==> config.mk <==
export PLATFORM = sky130hd
export DESIGN_NAME = bcd_score_counter_n_flat
export DESIGN_NICKNAME = d
export VERILOG_FILES = /design/src/rtl/bcd_score_counter_n_if.sv /design/src/rtl/bcd_score_counter_n.sv /design/src/flat_wrapper.sv
export SDC_FILE = /design/constraint.sdc
export NUM_CORES = 1
export LEC_CHECK = 0
export CORE_MARGIN = 4
export CORE_UTILIZATION = 48
export CTS_BUF_LIST = sky130_fd_sc_hd__clkbuf_16
export CTS_CLUSTER_SIZE = 40
export DETAILED_ROUTE_END_ITERATION = 8
export GPL_TIMING_DRIVEN = 0
export PLACE_DENSITY_LB_ADDON = 0.05
export SETUP_SLACK_MARGIN = 0.02
export SKIP_LAST_GASP = 1
export SYNTH_ARGS = -nofsm -noshare
export SYNTH_HDL_FRONTEND = slang
export SYNTH_SLANG_ARGS = --single-unit
export TNS_END_PERCENT = 50
==> constraint.sdc <==
create_clock -name clk -period 1.9 [get_ports clk]
set_input_delay 0.38 -clock clk [delete_from_list [all_inputs] [get_ports clk]]
set_output_delay 0.38 -clock clk [all_outputs]
set_load 0.03 [all_outputs]
==> src/rtl/bcd_score_counter_n_if.sv <==
// Score-path bundle between game logic (master) and the BCD score counter (slave).
interface bcd_score_counter_n_if #(
  parameter int DIGITS = 3
);
  logic                  clear;
  logic                  hi_clear;
  logic                  inc;
  logic [4*DIGITS-1:0]   score;
  logic [4*DIGITS-1:0]   hi_score;
  logic                  overflow;
  logic                  new_high;

  modport master (
    output clear, hi_clear, inc,
    input  score, hi_score, overflow, new_high
  );

  modport slave (
    input  clear, hi_clear, inc,
    output score, hi_score, overflow, new_high
  );
endinterface

==> src/rtl/bcd_score_counter_n.sv <==
// N-digit BCD score counter with saturate/wrap overflow policy, optional
// rising-edge qualification of inc, and a persistent high-score register.
module bcd_score_counter_n #(
  parameter int DIGITS    = 3,
  parameter int WRAP_MODE = 0,
  parameter int EDGE_DET  = 1
) (
  input logic                 clk,
  input logic                 reset,
  bcd_score_counter_n_if.slave sif
);
  localparam int W = 4 * DIGITS;

  logic [W-1:0] score_q, score_d;
  logic [W-1:0] hi_q, hi_d;
  logic         ovf_q, ovf_d;
  logic         new_high_q, new_high_d;
  logic         inc_prev_q;

  logic         inc_q;
  logic         all_nines;
  logic         carry;
  logic [3:0]   dig;
  logic [W-1:0] inc_val;

  always_comb begin
    inc_q      = (EDGE_DET != 0) ? (sif.inc & ~inc_prev_q) : sif.inc;
    all_nines  = 1'b1;
    carry      = 1'b1;
    dig        = 4'd0;
    inc_val    = score_q;
    score_d    = score_q;
    ovf_d      = ovf_q;
    hi_d       = hi_q;
    new_high_d = 1'b0;

    // Ripple the +1 through every digit in one cycle; a 9 with carry-in rolls to 0.
    for (int k = 0; k < DIGITS; k++) begin
      dig = score_q[4*k +: 4];
      if (dig != 4'd9) all_nines = 1'b0;
      if (carry) begin
        if (dig == 4'd9) begin
          inc_val[4*k +: 4] = 4'd0;
        end else begin
          inc_val[4*k +: 4] = dig + 4'd1;
          carry = 1'b0;
        end
      end
    end

    if (sif.clear) begin
      score_d = '0;
      ovf_d   = 1'b0;
    end else if (inc_q) begin
      if (all_nines) begin
        ovf_d   = 1'b1;
        score_d = (WRAP_MODE != 0) ? '0 : score_q;
      end else begin
        score_d = inc_val;
      end
    end

    // Valid BCD orders the same as plain binary, so a raw compare is numeric.
    if (sif.hi_clear) begin
      hi_d = '0;
    end else if (score_q > hi_q) begin
      hi_d       = score_q;
      new_high_d = 1'b1;
    end
  end

  always_ff @(posedge clk or negedge reset) begin
    if (!reset) begin
      score_q    <= '0;
      hi_q       <= '0;
      ovf_q      <= 1'b0;
      new_high_q <= 1'b0;
      inc_prev_q <= 1'b0;
    end else begin
      score_q    <= score_d;
      hi_q       <= hi_d;
      ovf_q      <= ovf_d;
      new_high_q <= new_high_d;
      inc_prev_q <= sif.inc;
    end
  end

  assign sif.score    = score_q;
  assign sif.hi_score = hi_q;
  assign sif.overflow = ovf_q;
  assign sif.new_high = new_high_q;
endmodule

==> src/flat_wrapper.sv <==
// flat-port wrapper written by rule: the top's interface ports become plain ports
module bcd_score_counter_n_flat 
#(
  parameter int DIGITS    = 3,
  parameter int WRAP_MODE = 0,
  parameter int EDGE_DET  = 1
)
  (clk, reset, sif_clear, sif_hi_clear, sif_inc, sif_score, sif_hi_score, sif_overflow, sif_new_high);
  bcd_score_counter_n_if #(.DIGITS(DIGITS)) sif_i ();
  input logic clk;
  input logic reset;
  input wire logic [$bits(sif_i.clear)-1:0] sif_clear;
  input wire logic [$bits(sif_i.hi_clear)-1:0] sif_hi_clear;
  input wire logic [$bits(sif_i.inc)-1:0] sif_inc;
  output wire logic [$bits(sif_i.score)-1:0] sif_score;
  output wire logic [$bits(sif_i.hi_score)-1:0] sif_hi_score;
  output wire logic [$bits(sif_i.overflow)-1:0] sif_overflow;
  output wire logic [$bits(sif_i.new_high)-1:0] sif_new_high;
  assign sif_i.clear = sif_clear;
  assign sif_i.hi_clear = sif_hi_clear;
  assign sif_i.inc = sif_inc;
  assign sif_score = sif_i.score;
  assign sif_hi_score = sif_i.hi_score;
  assign sif_overflow = sif_i.overflow;
  assign sif_new_high = sif_i.new_high;
  bcd_score_counter_n #(.DIGITS(DIGITS), .WRAP_MODE(WRAP_MODE), .EDGE_DET(EDGE_DET)) u_core (.clk(clk), .reset(reset), .sif(sif_i));
endmodule
Word level (Yosys, flattened, before mapping)
Cells that the tools add are included.
{"block": "op_classes", "n_addsub": 3, "multipliers": 0, "div_mod_pow": 0, "magnitude_cmp": 1, "eq_ne": 7, "shift": 0, "mux": 21, "n_bitwise": 2, "reduce_logical": 9}
{"operator": "12-bit two-way mux", "count": 5}
{"operator": "4-bit two-way mux", "count": 5}
{"operator": "4-bit by 1-bit adder with 4-bit output (second input constant)", "count": 3}
{"operator": "4-bit == test (second input constant)", "count": 3}
{"operator": "12-bit > comparator", "count": 1}
{"operator": "4-bit != test (second input constant)", "count": 3}
{"operator": "1-bit two-way mux", "count": 11}
{"operator": "2-bit nonzero test", "count": 5}
{"operator": "3-bit AND reduction", "count": 2}
{"operator": "2-bit AND reduction", "count": 2}
{"operator": "2-bit != test (second input constant)", "count": 1}
{"operator": "1-bit bitwise AND", "count": 1}
{"operator": "1-bit NOT", "count": 1}
{"block": "word_totals", "reg_bits": 27, "latch_bits": 0, "ramBits": 0, "mem_bits_ro": 0, "input_bits": 5, "output_inout_bits": 26, "wordCells": 50, "mem_count": 0}

Longest topological paths before layout
Gate-level depths: netlist of run 1.
{"block": "logic_depth", "word_depth": 7, "mapped_depth": 8, "mapped_depth_nobuf": 7}

Worst setup path before layout of run 1
OpenSTA, ideal clock, no wires.
{"block": "synth_path", "path_kind": "register to register", "start": "register u_core.hi_q[10] (netlist: u_core.sif.hi_score[10])", "end": "register u_core.hi_q[10] (netlist: u_core.sif.hi_score[10])", "setup_ns": 0.129, "arrival_ns": 1.895, "required_time_ns": 1.771, "setup_slack_ns": -0.125, "path_stages_with_launch": 9, "period_less_slack_ns": 2.025, "cell_sequence": "dfrtp_1 > inv_1 > ha_1 > nand4_1 > nor3_4 > buf_4 > nor3b_1 > a22oi_1 > nand3_1"}
{"block": "synth_between", "elab_chain_cells": 2}
{"item": "start, declared", "line": "bcd_score_counter_n.sv:15", "text": "logic [W-1:0] hi_q, hi_d;"}
{"item": "start signal, assigned", "line": "bcd_score_counter_n.sv:81", "text": "hi_q <= hi_d;"}
{"item": "12-bit > comparator", "line": "bcd_score_counter_n.sv:66", "text": "end else if (score_q > hi_q) begin"}
{"item": "2-bit nonzero test (no line)"}
No other way between the ends.
A chain may end at the register's enable or synchronous reset.

Final worst setup path of run 1
{"block": "layout_path", "start": "register u_core.score_q[11] (netlist: u_core.sif.score[11])", "end": "register u_core.hi_q[5] (netlist: u_core.sif.hi_score[5])"}
{"block": "layout_between", "elab_chain_cells": 2}
{"item": "start, declared", "line": "bcd_score_counter_n.sv:14", "text": "logic [W-1:0] score_q, score_d;"}
{"item": "start signal, assigned", "line": "bcd_score_counter_n.sv:80", "text": "score_q <= score_d;"}
{"item": "12-bit > comparator", "line": "bcd_score_counter_n.sv:66"}
{"item": "2-bit nonzero test (no line)"}
No other way between the ends.

==> results.md, run 1 <==
* PnR Total Power at 0.00318 W
* Layout overhead on the synthesized area at 43.0%
* Final weighted congestion in routability-driven placement at 0.870
* Starting density of the core at 50.9%
* Cell taking the most area after synthesis: sky130_fd_sc_hd__dfrtp_1
* Number of inserted diodes at 0
* Worst-Skew Late Latency at 0.26 ns
* Std-Cell Core Area at 3770 µm²
* Delay contributed by the slowest stage of the critical path at approximately 0.44 ns
* Total power divided by cell area at 1160 nW/µm²
* R2R Path End: u_core.sif.hi_score[5]
* Start-to-end type of the worst setup path: reg -> reg
* CTS Sinks at 27
* Overall overflow remaining after global route at 0
* Via count of the routed design at 2,019
* Gate Count Post-Synth at 220
* Initial detailed-routing violation count at 187
* Die outline width at 71.3 µm
* Clock tree from TritonCTS: yes
* Total length of routed wires at 5600 µm
* Total track usage at 21.5%
* CP arrival at 2.10 ns
* Clk slew on worst S/H paths at about 0.07 ns
* Drt via density at 6.10
* Tmin final at roughly 2 ns
* R2r startpoint: u_core.sif.score[11]
* Setup Viol. Count Final at 11
* Routed wirelength normalized by instance count at 16.9 µm
* Slowest CP cell: sky130_fd_sc_hd__dfrtp_2
* Mean instance size in the synthesized netlist at 8.73 µm²
* Number of endpoints with negative hold slack in the final report at 0
* Slack of the critical path at -0.0675 ns
* Result of the run: finished with violations
* I/O pin count at 31
* Maximum count of clock buffers along a single path at 2
* Port bufs at 29
* Timing-limited maximum frequency at between 500 and 600 MHz
* Async set-reset flop share out of synthesis at 100%
* Maximum vdd ir drop at 0.699 mV
* Number of levels the H-tree was split into at 1
* Cell row count at 22
* Critical Path Sink Type: register
* Post-synth EDFFs at 0
* Number of DRC violations after detailed routing at 0
* Cell Area, Synth at 1920 µm²
* Proportion of netlist area held by the largest area contributor at about a third
* Kind of start point of the critical path: register
* Root cell of the clock tree: sky130_fd_sc_hd__clkbuf_16
* Post-Route Utilization at between 70% and 80%
* Worst-Margin Slew at ~0.63 ns
* Worst-case setup slack after placement at -0.221 ns
* Number of max-capacitance violations reported at 0
* Total Nets Final at 307
* Flip-flop and latch count after synthesis at 27
* DPL Wire Length at 3510 µm
* Register-to-Register Setup Slack at -0.07 ns
* Violations in the final reports: setup timing
* Total of fill cells in the finished design at 282
* Hold slack at 0.134 ns
* Worst Hold Class: in -> async
* Number of global-route vias before repair at around 1,800
* Most common library cells after synthesis: 27 x sky130_fd_sc_hd__dfrtp_1, 18 x sky130_fd_sc_hd__ha_1, 17 x sky130_fd_sc_hd__nor2_1, 17 x sky130_fd_sc_hd__o21ai_0
* RSZ-0062 raised after global routing: yes
* Netlist cell types at between 40 and 50
* Crit Path Max Fanout at 5
* Final setup TNS at -0.239 ns
* Primary FF master, synth: sky130_fd_sc_hd__dfrtp_1
* Total die area at 5080 µm²
* Worst Path Required at about 2.0 ns
* Dominant cells by area after synthesis: sky130_fd_sc_hd__dfrtp_1 35%, sky130_fd_sc_hd__ha_1 12%, sky130_fd_sc_hd__nand4_1 5.2%, sky130_fd_sc_hd__a22oi_1 4.7%, sky130_fd_sc_hd__o21ai_0 4.4%
* Fraction of the yosys area taken by sequential cells at 35.2%
* Relative slew slack at between 50% and 60%
* Die height at 71.3 µm
* Yosys synthesis warning count at 0
* Post-route clock period utilization at 104%
* Final antenna-violating net count at 0
* Cell with the most instances after synthesis: sky130_fd_sc_hd__dfrtp_1
* Total count of max-transition violations in the final report at 0
* Crit path cell chain: ha_4 -> nand4_1 -> nor3_4 -> buf_6 -> nor3_2 -> a22oi_1 -> nand3_1
* Final clock skew at 0.00496 ns
* Largest net degree at the start of global routing at 28
* Ratio of cells with drive above 1 in the final layout at 29.3%
* Count of TritonRoute iterations in the first routing pass at 6
* Static leakage power at 1.14 nW
* Wire length of the first global-routing pass at 8870 µm
* R2R depth at 7
* Clock buffer count from CTS at 3
* Net count after synthesis at about 240
* Initial antenna violation count at 0
sequential cells by signal (all words and copies together) (netlist names):
signal,count
u_core.inc_prev_q,1
u_core.sif.hi_score,12
u_core.sif.new_high,1
u_core.sif.overflow,1
u_core.sif.score,12
power breakdown:
group	switching, W	internal, W
logic	0.00113	0.000827
registers	0.0000712	0.000673
clock network	0.000203	0.000284
critical path: cells and delay by family, from the launching register on:
family                   cells  cell delay, ns
buffers and inverters        1            0.17
AO/OA/AOI/OAI                1            0.25
flip-flops                   1            0.44
AND/OR/NAND/NOR              4            0.69
adder cells (fa/ha/maj)      1            0.28
area by class of cell:
| class | count | area (µm²) | share of cell area [%] |
|---|---|---|---|
| clock inverter | 1 | 5.00 | 0.182 |
| sequential | 27 | 701 | 25.5 |
| multi-input combinational | 165 | 1250 | 45.4 |
| tap | 48 | 60.1 | 2.19 |
| buffer | 13 | 88.8 | 3.23 |
| timing repair buffer | 59 | 514 | 18.7 |
| clock buffer | 3 | 75.1 | 2.73 |
| inverter | 15 | 56.3 | 2.05 |
placed cells by master, fill, tap and decap left out, types with 7 or more instances in the layout:
| cell | instances |
|---|---|
| sky130_fd_sc_hd__nor3b_1 | 7 |
| sky130_fd_sc_hd__nor2_1 | 17 |
| sky130_fd_sc_hd__ha_1 | 11 |
| sky130_fd_sc_hd__buf_4 | 31 |
| sky130_fd_sc_hd__nand2_1 | 8 |
| sky130_fd_sc_hd__clkdlybuf4s50_1 | 28 |
| sky130_fd_sc_hd__dfrtp_1 | 7 |
| sky130_fd_sc_hd__nand4_1 | 16 |
| sky130_fd_sc_hd__a22oi_1 | 12 |
| sky130_fd_sc_hd__dfrtp_2 | 20 |
| sky130_fd_sc_hd__inv_1 | 14 |
| sky130_fd_sc_hd__ha_4 | 7 |
| sky130_fd_sc_hd__a21oi_1 | 9 |
| sky130_fd_sc_hd__nand3_1 | 16 |
| sky130_fd_sc_hd__o21ai_0 | 14 |
worst max path at each step:
stage	depth (start not counted)	slack, ns	to	start
after floorplan	7	0.009	u_core.sif.hi_score[10]	u_core.sif.score[10]
after global placement	7	-0.22	u_core.sif.score[6]	sif_inc
after detailed placement	7	-0.22	u_core.sif.score[6]	sif_inc
after CTS	7	-0.01	u_core.sif.hi_score[4]	u_core.sif.score[9]
after global routing	7	-0.15	u_core.sif.hi_score[5]	u_core.sif.score[8]
final	7	-0.07	u_core.sif.hi_score[5]	u_core.sif.score[11]
metal layers:
| metal | vias up | global-route usage [%] | wire length, µm |
|---|---|---|---|
| met5 | - | 0 | 0 |
| met4 | 0 | 4.59 | 24 |
| met2 | 76 | 35.3 | 2710 |
| met3 | 2 | 2.95 | 292 |
| met1 | 994 | 30.2 | 2580 |
| li1 | 947 | - | - |
cell families after synthesis:
| group | after synthesis | synth area share [%] |
|---|---|---|
| flip-flops | 27 | 35.2 |
| buffers and inverters | 28 | 6.06 |
| adder cells (fa/ha/maj) | 18 | 11.7 |
| AO/OA/AOI/OAI | 54 | 19.0 |
| AND/OR/NAND/NOR | 92 | 27.6 |
| XOR/XNOR | 1 | 0.456 |
per-stage QoR:
step | instances | instance area [µm²]
5_1_grt | 331 | 2750
6_report | 331 | 2750
3_3_place_gp | 297 | 2330
2_1_floorplan | 220 | 1980
3_5_place_dp | 297 | 2330
4_1_cts | 317 | 2560
what timing repair did:
| action | in CTS | in global routing |
|---|---|---|
| buffers inserted | 15 | 14 |
| hold buffers | 0 | 0 |
| endpoints found under the setup margin | 13 | 19 |
| resized for setup | 13 | 18 |
| pin swaps | 4 | 11 |
| cloned | 1 | 0 |
No activity file was read; power rests on OpenSTA's default activity.
==> inputs of run 2 (changes only) <==
--- a/config.mk
+++ b/config.mk
@@ -12,6 +12,7 @@
 export DETAILED_ROUTE_END_ITERATION = 8
 export GPL_TIMING_DRIVEN = 0
 export PLACE_DENSITY_LB_ADDON = 0.05
+export REMOVE_ABC_BUFFERS = 1
 export SETUP_SLACK_MARGIN = 0.02
 export SKIP_LAST_GASP = 1
 export SYNTH_ARGS = -nofsm -noshare
==> results.md, run 2 (same netlist as run 1, synthesis figures left out) <==
* Post-route clock period utilization at 103%
* Most common cell after layout, fill and taps aside: sky130_fd_sc_hd__buf_4
* Gr busiest metal: met2
* Worst Hold Class: in -> async
* Quantity of hold-fixing buffers added after cts at 0
* Setup Viol. Count Final at 15
* Initial antenna violation count at 0
* Worst-Margin Slew at 1.04 ns
* Overall overflow remaining after global route at 0
* Placed standard-cell area at around 2200 µm²
* RSZ-0062 raised after global routing: yes
* Via count of the routed design at 2,112
* Worst Path Required at 1.52 ns
* Static leakage power at between 1 and 1.5 nW
* Total of fill cells in the finished design at 269
* Clk slew on worst S/H paths at 0.08 ns
* Met2 GRT Util at 40.0%
* Count of TritonRoute iterations in the first routing pass at 7
* Commonest cells after routing, fill and taps aside: 32 x sky130_fd_sc_hd__buf_4, 28 x sky130_fd_sc_hd__clkdlybuf4s50_1
* Timing-limited maximum frequency at 510 MHz
* Cell row count at 22
* Relative slew slack at 30.3%
* Final antenna-violating net count at 0
* Layout overhead on the synthesized area at 45.3%
* Fraction of met3 tracks used by global routing at 2.52%
* Wire length of the first global-routing pass at 9590 µm
* FF/Latch Area at a little under 700 µm²
* Total die area at approximately 5100 µm²
* Worst-case setup slack after placement at -0.609 ns
* Number of DRC violations after detailed routing at 0
* Root cell of the clock tree: sky130_fd_sc_hd__clkbuf_16
* Routed wirelength normalized by instance count at 19.1 µm
* Number of global-route vias before repair at 2,020
* Kind of start point of the critical path: register
* Start-to-end type of the worst setup path: reg -> out
* Final clock skew at about 0.0088 ns
* Result of the run: finished with violations
* Std-Cell Core Area at 3770 µm²
* Final weighted congestion in routability-driven placement at between 0.8 and 0.9
* Initial detailed-routing violation count at about 170
* Total count of max-transition violations in the final report at 0
* Maximum vdd ir drop at 0.942 mV
* Crit Path Max Fanout at 5
* Fraction of met1 tracks used by global routing at 29.0%
* Drt via density at 6.46
* Maximum count of clock buffers along a single path at 2
* Port bufs at 30
* Total length of routed wires at 6250 µm
* Number of inserted diodes at 0
* CTS Sinks at 27
* Die height at 71.3 µm
* Number of endpoints with negative hold slack in the final report at 0
* Clock buffer count from CTS at 3
* Tmin final at 1.96 ns
* Violations in the final reports: setup timing
* Total power divided by cell area at 1250 nW/µm²
* Multi-input combinational cell area at around 1300 µm²
* Number of levels the H-tree was split into at 1
* Largest net degree at the start of global routing at 28
* Die outline width at 71.3 µm
* Total Nets Final at 303
* CP arrival at around 1.6 ns
* Starting density of the core at 50.9%
* I/O pin count at 31
* Critical Path Sink Type: output port
* Worst-Skew Late Latency at 0.28 ns
* Layout Cell Area excl Fill at 2790 µm²
* Slack of the critical path at -0.0609 ns
* Number of max-capacitance violations reported at 0
* Register-to-Register Setup Slack at -0.06 ns
* Total track usage at 23.3%
* Clock tree from TritonCTS: yes
* DPL Wire Length at about 3400 µm
* Ratio of cells with drive above 1 in the final layout at 28.7%
## run 2: cell count changes in the layout (fill, tap and decap cells not counted), sizes merged
cell | previous run | this run
a211o | 1 | 2
clkinv | 1 | 0
clkbuf | 11 | 3
clkinvlp | 0 | 1
buf | 36 | 37
nor3 | 7 | 8
dlygate4sd2 | 0 | 1
## run 2: report_power, final
group | internal, W | total (W) | leakage (nW) | switching, W
registers | 0.000667 | 0.000737 | 0.347 | 0.0000700
clock network | 0.000288 | 0.000530 | 0.0371 | 0.000242
logic | 0.000908 | 0.00221 | 0.769 | 0.00131
total | 0.00186 | 0.00348 | 1.15 | 0.00162
## run 2: worst max-delay path, cell delays in order (launching register included)
cell	delay, ns
sky130_fd_sc_hd__dfrtp_2	0.45
sky130_fd_sc_hd__buf_4	0.15
sky130_fd_sc_hd__buf_4	0.12
sky130_fd_sc_hd__clkdlybuf4s50_1	0.58
## run 2: layer usage
metal	vias to the layer above	wire, µm
li1	948	-
met1	1027	2500
met2	112	3070
met3	25	442
met4	0	237
met5	-	0
## run 2: layout make-up
cell class | instances | share of cell area (%)
clock buffers | 3 | 2.69
clock inverters | 1 | 0.269
inverters | 15 | 2.02
multi-input cells | 167 | 47.1
flip-flops and latches | 27 | 24.7
well taps | 48 | 2.15
repair buffers | 66 | 21.1
## run 2: path summary, 6_finish.rpt
| kind | from | endpoint | cells after the start |
|---|---|---|---|
| setup reg to reg | u_core.sif.score[4] | u_core.sif.hi_score[3] | 8 |
| min in group clk | u_core.sif.overflow | u_core.sif.overflow | 2 |
| max in group asynchronous | reset | u_core.sif.score[4] | 1 |
| setup / recovery | u_core.sif.score[8] | sif_score[8] | 3 |
| hold / removal | reset | u_core.sif.hi_score[5] | 1 |
| hold reg to reg | u_core.sif.overflow | u_core.sif.overflow | 2 |
## run 2: stage by stage
step / hold slack, ns / util [%] / TNS (ns) / total power (W) / cells
after floorplan: 0.0844 / - / -3.59 / 0.00161 / 207
after global placement: 0.483 / 58.9 / -8.95 / 0.00204 / 285
after detailed placement: 0.498 / 58.9 / -10.56 / 0.00209 / 285
after CTS: 0.517 / 66.5 / -0.000719 / 0.00291 / 307
after global routing: 0.171 / 74.0 / -2.53 / 0.00363 / 327
final: 0.126 / 74.0 / -0.590 / 0.00348 / 327
## run 2: timing repair
| item | in CTS | in global routing |
|---|---|---|
| setup endpoints to repair | 19 | 19 |
| resized for setup | 20 | 23 |
| pin swaps | 9 | 17 |
| buffers inserted | 17 | 19 |
| gates cloned | 1 | 1 |
